## src/rtl/fft_mag_scheduler.sv

```systemverilog
// fft_mag_scheduler: accepts one frame of four complex FFT bins, then runs a
// single alpha-max-plus-beta-min unit (alpha = 1, beta = 0.5) over the bins,
// one bin per cycle. The four MAG_W-bit magnitudes are presented on a
// valid/ready output handshake.
// Optional feature: define FFT_MAG_PEAK_EN to also track the peak bin
// (strictly greater wins, so a tie keeps the lowest index). Without it,
// peak_idx and peak_mag are tied to zero.
module fft_mag_scheduler #(
    parameter int DATA_W = 16,
    parameter int MAG_W  = 8
) (
    input  logic                     clk,
    input  logic                     rst,
    input  logic                     in_valid,
    output logic                     in_ready,
    input  logic signed [DATA_W-1:0] X0_real,
    input  logic signed [DATA_W-1:0] X0_imag,
    input  logic signed [DATA_W-1:0] X1_real,
    input  logic signed [DATA_W-1:0] X1_imag,
    input  logic signed [DATA_W-1:0] X2_real,
    input  logic signed [DATA_W-1:0] X2_imag,
    input  logic signed [DATA_W-1:0] X3_real,
    input  logic signed [DATA_W-1:0] X3_imag,
    output logic                     out_valid,
    input  logic                     out_ready,
    output logic [MAG_W-1:0]         X0_mag,
    output logic [MAG_W-1:0]         X1_mag,
    output logic [MAG_W-1:0]         X2_mag,
    output logic [MAG_W-1:0]         X3_mag,
    output logic [1:0]               peak_idx,
    output logic [MAG_W-1:0]         peak_mag,
    output logic                     busy
);

    typedef enum logic [1:0] {IDLE, CALC, DONE} state_t;

    state_t            state_reg;
    logic [1:0]        idx_reg;
    logic              out_valid_reg;
    logic              busy_reg;
    logic [DATA_W-1:0] in_re [4];
    logic [DATA_W-1:0] in_im [4];
    logic [DATA_W-1:0] re_reg [4];
    logic [DATA_W-1:0] im_reg [4];
    logic [MAG_W-1:0]  mag_reg [4];

    // Shared magnitude datapath signals for the bin selected by idx_reg
    logic [DATA_W-1:0] cur_re;
    logic [DATA_W-1:0] cur_im;
    logic [DATA_W-1:0] abs_re;
    logic [DATA_W-1:0] abs_im;
    logic [DATA_W-1:0] max_v;
    logic [DATA_W-1:0] min_v;
    logic [DATA_W-1:0] r;

    assign in_re[0] = X0_real;
    assign in_im[0] = X0_imag;
    assign in_re[1] = X1_real;
    assign in_im[1] = X1_imag;
    assign in_re[2] = X2_real;
    assign in_im[2] = X2_imag;
    assign in_re[3] = X3_real;
    assign in_im[3] = X3_imag;

    assign in_ready  = (state_reg == IDLE);
    assign out_valid = out_valid_reg;
    assign busy      = busy_reg;
    assign X0_mag    = mag_reg[0];
    assign X1_mag    = mag_reg[1];
    assign X2_mag    = mag_reg[2];
    assign X3_mag    = mag_reg[3];

    // Alpha-max-plus-beta-min on the current bin; |-2^(W-1)| fits unsigned
    // and the worst-case sum is 0.75 * 2^W, so r cannot overflow.
    always_comb begin
        cur_re = re_reg[idx_reg];
        cur_im = im_reg[idx_reg];
        abs_re = (cur_re ^ {DATA_W{cur_re[DATA_W-1]}})
               + {{(DATA_W-1){1'b0}}, cur_re[DATA_W-1]};
        abs_im = (cur_im ^ {DATA_W{cur_im[DATA_W-1]}})
               + {{(DATA_W-1){1'b0}}, cur_im[DATA_W-1]};
        if (abs_re > abs_im) begin
            max_v = abs_re;
            min_v = abs_im;
        end else begin
            max_v = abs_im;
            min_v = abs_re;
        end
        r = max_v + (min_v >> 1);
    end

    // Control FSM: frame capture, bin sequencing, magnitude write-back, output handshake
    always_ff @(posedge clk) begin
        if (rst) begin
            state_reg     <= IDLE;
            idx_reg       <= 2'd0;
            out_valid_reg <= 1'b0;
            busy_reg      <= 1'b0;
            for (int i = 0; i < 4; i++) begin
                mag_reg[i] <= '0;
            end
        end else begin
            case (state_reg)
                IDLE: begin
                    if (in_valid) begin
                        for (int i = 0; i < 4; i++) begin
                            re_reg[i] <= in_re[i];
                            im_reg[i] <= in_im[i];
                        end
                        idx_reg   <= 2'd0;
                        busy_reg  <= 1'b1;
                        state_reg <= CALC;
                    end
                end
                CALC: begin
                    mag_reg[idx_reg] <= r[DATA_W-1 -: MAG_W];
                    idx_reg          <= idx_reg + 2'd1;
                    if (idx_reg == 2'd3) begin
                        busy_reg      <= 1'b0;
                        out_valid_reg <= 1'b1;
                        state_reg     <= DONE;
                    end
                end
                DONE: begin
                    if (out_ready) begin
                        out_valid_reg <= 1'b0;
                        state_reg     <= IDLE;
                    end
                end
                default: begin
                    state_reg <= IDLE;
                end
            endcase
        end
    end

`ifdef FFT_MAG_PEAK_EN
    logic [DATA_W-1:0] run_val_reg;
    logic [1:0]        run_idx_reg;
    logic [1:0]        peak_idx_reg;
    logic [MAG_W-1:0]  peak_mag_reg;
    logic              take;
    logic [DATA_W-1:0] best_val;
    logic [1:0]        best_idx;

    // Bin 0 seeds the running peak; later bins replace it only when strictly larger
    always_comb begin
        take     = (idx_reg == 2'd0) || (r > run_val_reg);
        best_val = take ? r : run_val_reg;
        best_idx = take ? idx_reg : run_idx_reg;
    end

    // Running peak during CALC; published together with the last magnitude
    always_ff @(posedge clk) begin
        if (rst) begin
            run_val_reg  <= '0;
            run_idx_reg  <= 2'd0;
            peak_idx_reg <= 2'd0;
            peak_mag_reg <= '0;
        end else if (state_reg == CALC) begin
            run_val_reg <= best_val;
            run_idx_reg <= best_idx;
            if (idx_reg == 2'd3) begin
                peak_idx_reg <= best_idx;
                peak_mag_reg <= best_val[DATA_W-1 -: MAG_W];
            end
        end
    end

    assign peak_idx = peak_idx_reg;
    assign peak_mag = peak_mag_reg;
`else
    assign peak_idx = 2'd0;
    assign peak_mag = '0;
`endif

endmodule
```

## config.mk

```make
export PLATFORM = sky130hd
export DESIGN_NAME = fft_mag_scheduler
export DESIGN_NICKNAME = d
export VERILOG_FILES = /design/src/rtl/fft_mag_scheduler.sv
export SDC_FILE = /design/constraint.sdc
export NUM_CORES = 1
export LEC_CHECK = 0
export CAP_MARGIN = 20
export CORE_ASPECT_RATIO = 1.75
export CORE_MARGIN = 2
export CORE_UTILIZATION = 52
export DETAILED_ROUTE_END_ITERATION = 10
export GPL_TIMING_DRIVEN = 0
export PLACE_DENSITY = 0.92
export SYNTH_ARGS = -nofsm -noshare
export SYNTH_HDL_FRONTEND = slang
export SYNTH_SLANG_ARGS = --single-unit
```

## constraint.sdc

```tcl
create_clock -name clk -period 27.7 [get_ports clk]
set_input_delay 8.31 -clock clk [delete_from_list [all_inputs] [get_ports clk]]
set_output_delay 8.31 -clock clk [all_outputs]
set_load 0.05 [all_outputs]
```

# Yosys cells after proc, flatten, opt, wreduce, memory -nomap -nowiden
# Memory sizes are Yosys's and may differ from the RTL's. A register that Yosys moved wholly into a read port is not among the register bits.
# Cells that the tools add are included.
# op_classes
n_lt_le_gt_ge	1
bitwise_logic	2
addsub	4
eq_ne	6
muxes	30
reduce_logical	8
# op_table
operator	count
adder 16 x 1 -> 16 bit	2
2-to-1 mux 16 bit	2
XOR 16 bit	2
2-to-1 mux 2 bit	9
adder 16 x 15 -> 16 bit	1
greater-than comparator 16 bit	1
2-to-1 mux 1 bit	14
AND reduction 3 bit	3
2-to-1 mux 8 bit	1
OR reduction 8 bit	1
!= test 2 bit (second input constant)	3
one-hot mux 2 bit (3 select lines)	1
== test 2 bit (second input constant)	2
one-hot mux 1 bit (2 select lines)	2
one-hot mux 2 bit (2 select lines)	1
nonzero test 2 bit	2
adder 2 x 1 -> 2 bit (second input constant)	1
== test 2 x 1 -> 1 bit (second input constant)	1
logical NOT 2 bit	1
AND reduction 2 bit	1
# totals
n_memories	3
output_inout_bits	45
regBits	6
mem_bits_rw	160
# mem_list
name	depth	width	read_ports	rd_clocked_by_memory_dff	wr	line	rtl
im_reg	4	16	1	1	4	44	logic [DATA_W-1:0] im_reg [4];
re_reg	4	16	1	1	4	43	logic [DATA_W-1:0] re_reg [4];
mag_reg	4	8	4	0	4	45	logic [MAG_W-1:0] mag_reg [4];

# Longest topological paths before layout
# logic_depth
ltp_word	6
depth_mapped	34
ltp_nobuf	29

# Worst setup path before layout
# Ideal clock, no wire load.
# synth_path
path_kind	input to register
startpoint	input rst
endpoint	memory im_reg[0][0], enable pin
setup_time_ps	973
cell_stages	2
arrival_time_ps	21586
t_required_ps	26727
n_path_buf	1
path_slack_ps	5140
cell_sequence	clkbuf_1 > nor4b_1
# synth_lines
item	line	rtl
from (decl)	13	input logic rst,
to (decl)	44	

==> run_results.csv <==
group,metric,value,unit
status,outcome,"complete, no violations",
yosys,yosys_warnings,0,
layout,drive_above_1_share,11.98,%
setup_path,worstPathRequired,27.83,ns
power,p_sw_share,35.26,%
die,row_count,62,
power,seqPwrFrac,35.5,%
yosys,synthTopCellsByArea,"edfxtp_1, mux4_2, ha_1",
global_route,grt_pass1_wl,31130,µm
cts,clock_sinks,168,
sta,finalSetupViolations,0,
route,wl,19820,µm
placed_design,dpl.cell_count,1077,
yosys,netlist_instances,664,
route,vias,6122,
setup_path,end_kind,"flop",
sta,holdWs,0.5058,ns
power,ir_drop,0.05628,mV
yosys,ys_seq_area_share,57.00,%
yosys,synth_cell_type_count,63,
setup_path,path_max_fanout,10,
sta,rsz0062_at_grt,"no",
sta,hold_viol,0,
route,drt_iter0_markers,283,
sta,tightest_slew,0.8127,ns
global_route,antenna_found_initial,0,
sta,final.setup.worst_slack,15.93,ns
cts,cts-htree-levels,4,
die,die_y,175.2,µm
yosys,ys_async_sr_fraction,0,%
die,core_area,16450,µm²
route,drt_drc_violations_left,0,
cts,cts_buffer_depth,2,
sta,clock_skew,0.01606,ns
yosys,synth_most_common_cell,"edfxtp_1",
die,die_w,101.8,µm
cts,post_cts_buffers,0,
sta,slew_headroom,45.68,%
cts,clk_latency,0.44,ns
die,die_area,17840,µm²
setup_path,critPathKind,"primary input to flop",
yosys,synthTopCellsByCount,"edfxtp_1, nor2_1, nand2_1",
power,combPwrFrac,36.9,%
layout,antennaDiodeCount,0,
flow_run,maxCapViolations,0,
placed_design,numPortBuffers,166,
yosys,syn_area,8710,µm²
hold_path,min_path_type,"flop to flop",
power,netSwitchingPower,297.6,µW
power,leakagePower,0.004139,µW
yosys,yosys.area.top_type,"edfxtp_1",
sta,max_freq,84.94,MHz
cts,cts-root-buf,"clkbuf_16",
die,start_util,52.96,%
power,power_frac_clock,27.6,%
sta,setup_tns,0,ns
cts,path_clk_slew,0.07,ns
layout,fin_util,69.20,%
sta,drv_slew,0,
layout,layout.nets,1039,
cts,cts_tree,"built",
global_route,grt_pass1_vias,6232,
sta,finalCritPeriodShare,42.50,%
sta,layout_min_cycle_time,11.77,ns
yosys,ys.flop_type,"edfxtp_1",
global_route,grt-ovfl-total,0,
layout,fin_cells,1109,
route,vias_per_cell,5.520,
route,wl_per_cell,17.87,µm
yosys,avgSynthCellArea,13.12,µm²
cts,cts_buffers,17,
power,p_int,546.3,µW
yosys,synth-edff-count,160,
global_route,grt_max_degree,18,
yosys,yosys_register_bits,168,
setup_path,crit_arrival,11.90,ns
global_route,grt_util_all_layers,23.40,%
layout,fillers,1147,
placed_design,hpwl,15810,µm
yosys,netlist.area_leader.share,55.16,%
cts,cts_resized,0,
cts,cts_hold_repair.buffers,0,
die,ioPinCount,177,
route,first_pass_iters,6,
power,power.density,74.15,nW/µm²
layout,area_growth,30.67,%
setup_path,start_kind,"primary input",
placed_design,gp_congestion,0.8913,
placed_design,place_ws,15.46,ns
route,final_antenna_net_count,0,
## logic make-up after synthesis
| group | synth area share (%) |
|---|---|
| DFF | 57.00 |
| muxes | 10.49 |
| adders and majority gates | 5.028 |
| and+or+nand+nor | 11.00 |
| xor gates and xnor gates | 4.813 |
| other | 0.04306 |
| AOI/OAI and AO/OA | 8.246 |
| buffers and inverters | 3.376 |
## per-layer routing
metal	up-vias	track usage (%)	wire length, µm
met5	-	0	0
met4	0	12.94	893
met3	55	3.680	726
met2	215	44.57	11670
met1	2922	23.06	6530
li1	2930	-	-
## critical path, cell delays in order
cell,delay [ns]
clkdlybuf4s50_1,0.47
clkbuf_1,0.27
nor4b_2,0.74
buf_4,0.32
buf_4,0.21
buf_4,0.21
buf_4,0.20
buf_4,0.18
buf_4,0.19
buf_4,0.21
buf_6,0.16
buf_4,0.20
buf_4,0.21
## path summary, 6_finish.rpt
path / start / end / slack [ns] / cells after the start
max: rst / re_reg[0][14]$_DFFE_PP_ / 15.93 / 13
min: out_valid$_SDFFE_PP0P_ / out_valid$_SDFFE_PP0P_ / 0.51 / 2
max reg2reg: flop / mag_reg[1][5]$_SDFFCE_PN0P_ / 18.79 / 30
min reg2reg: out_valid$_SDFFE_PP0P_ / out_valid$_SDFFE_PP0P_ / 0.51 / 2
## cells in the final DEF, fill, tap and decap left out, types with 6 or more instances in the layout
cell type	Yosys	layout
a21oi_1	40	40
edfxtp_1	160	160
inv_6	0	6
o21ai_0	31	31
nand3_1	9	9
ha_1	35	35
dfxtp_1	8	8
xor2_1	14	14
clkdlybuf4s50_1	0	166
buf_4	11	24
nand4_1	10	10
nor2_1	52	52
mux4_2	29	29
xnor2_1	32	32
conb_1	1	10
clkbuf_16	0	17
inv_1	24	24
nor3_1	11	11
nand2b_1	17	17
clkbuf_1	15	15
nand2_1	46	46
mux2i_1	17	17
a21o_1	9	9
## layout make-up
type                    instances  area, µm²  share of cell area, %
well taps                     224      280.3                  2.463
flip-flops and latches        168       4965                  43.62
inverters                      24      90.09                 0.7916
plain buffers                  34      203.9                  1.792
clock inverters                15      155.1                  1.363
multi-input cells             447       3491                  30.67
clock buffers                  17      425.4                  3.738
repair buffers                180       1770                  15.56
## metrics by stage
| step | area, µm² | power (µW) |
|---|---|---|
| after global placement | 10690 | 605.9 |
| final | 11380 | 843.9 |
| after CTS | 11380 | 843.3 |
| after detailed placement | 10800 | 612.4 |
| after floorplan | 8743 | 528.8 |
| after global routing | 11380 | 890.3 |
## power groups by stage
stage / clock network, µW / logic (µW) / registers [µW]
2_1_floorplan: 0 / 199 / 330
3_3_place_gp: 0 / 297 / 308
3_5_place_dp: 0 / 307 / 305
4_1_cts: 235 / 309 / 300
5_1_grt: 245 / 344 / 301
6_report: 233 / 311 / 300
Note: power is estimated with default switching activity, not from simulation.
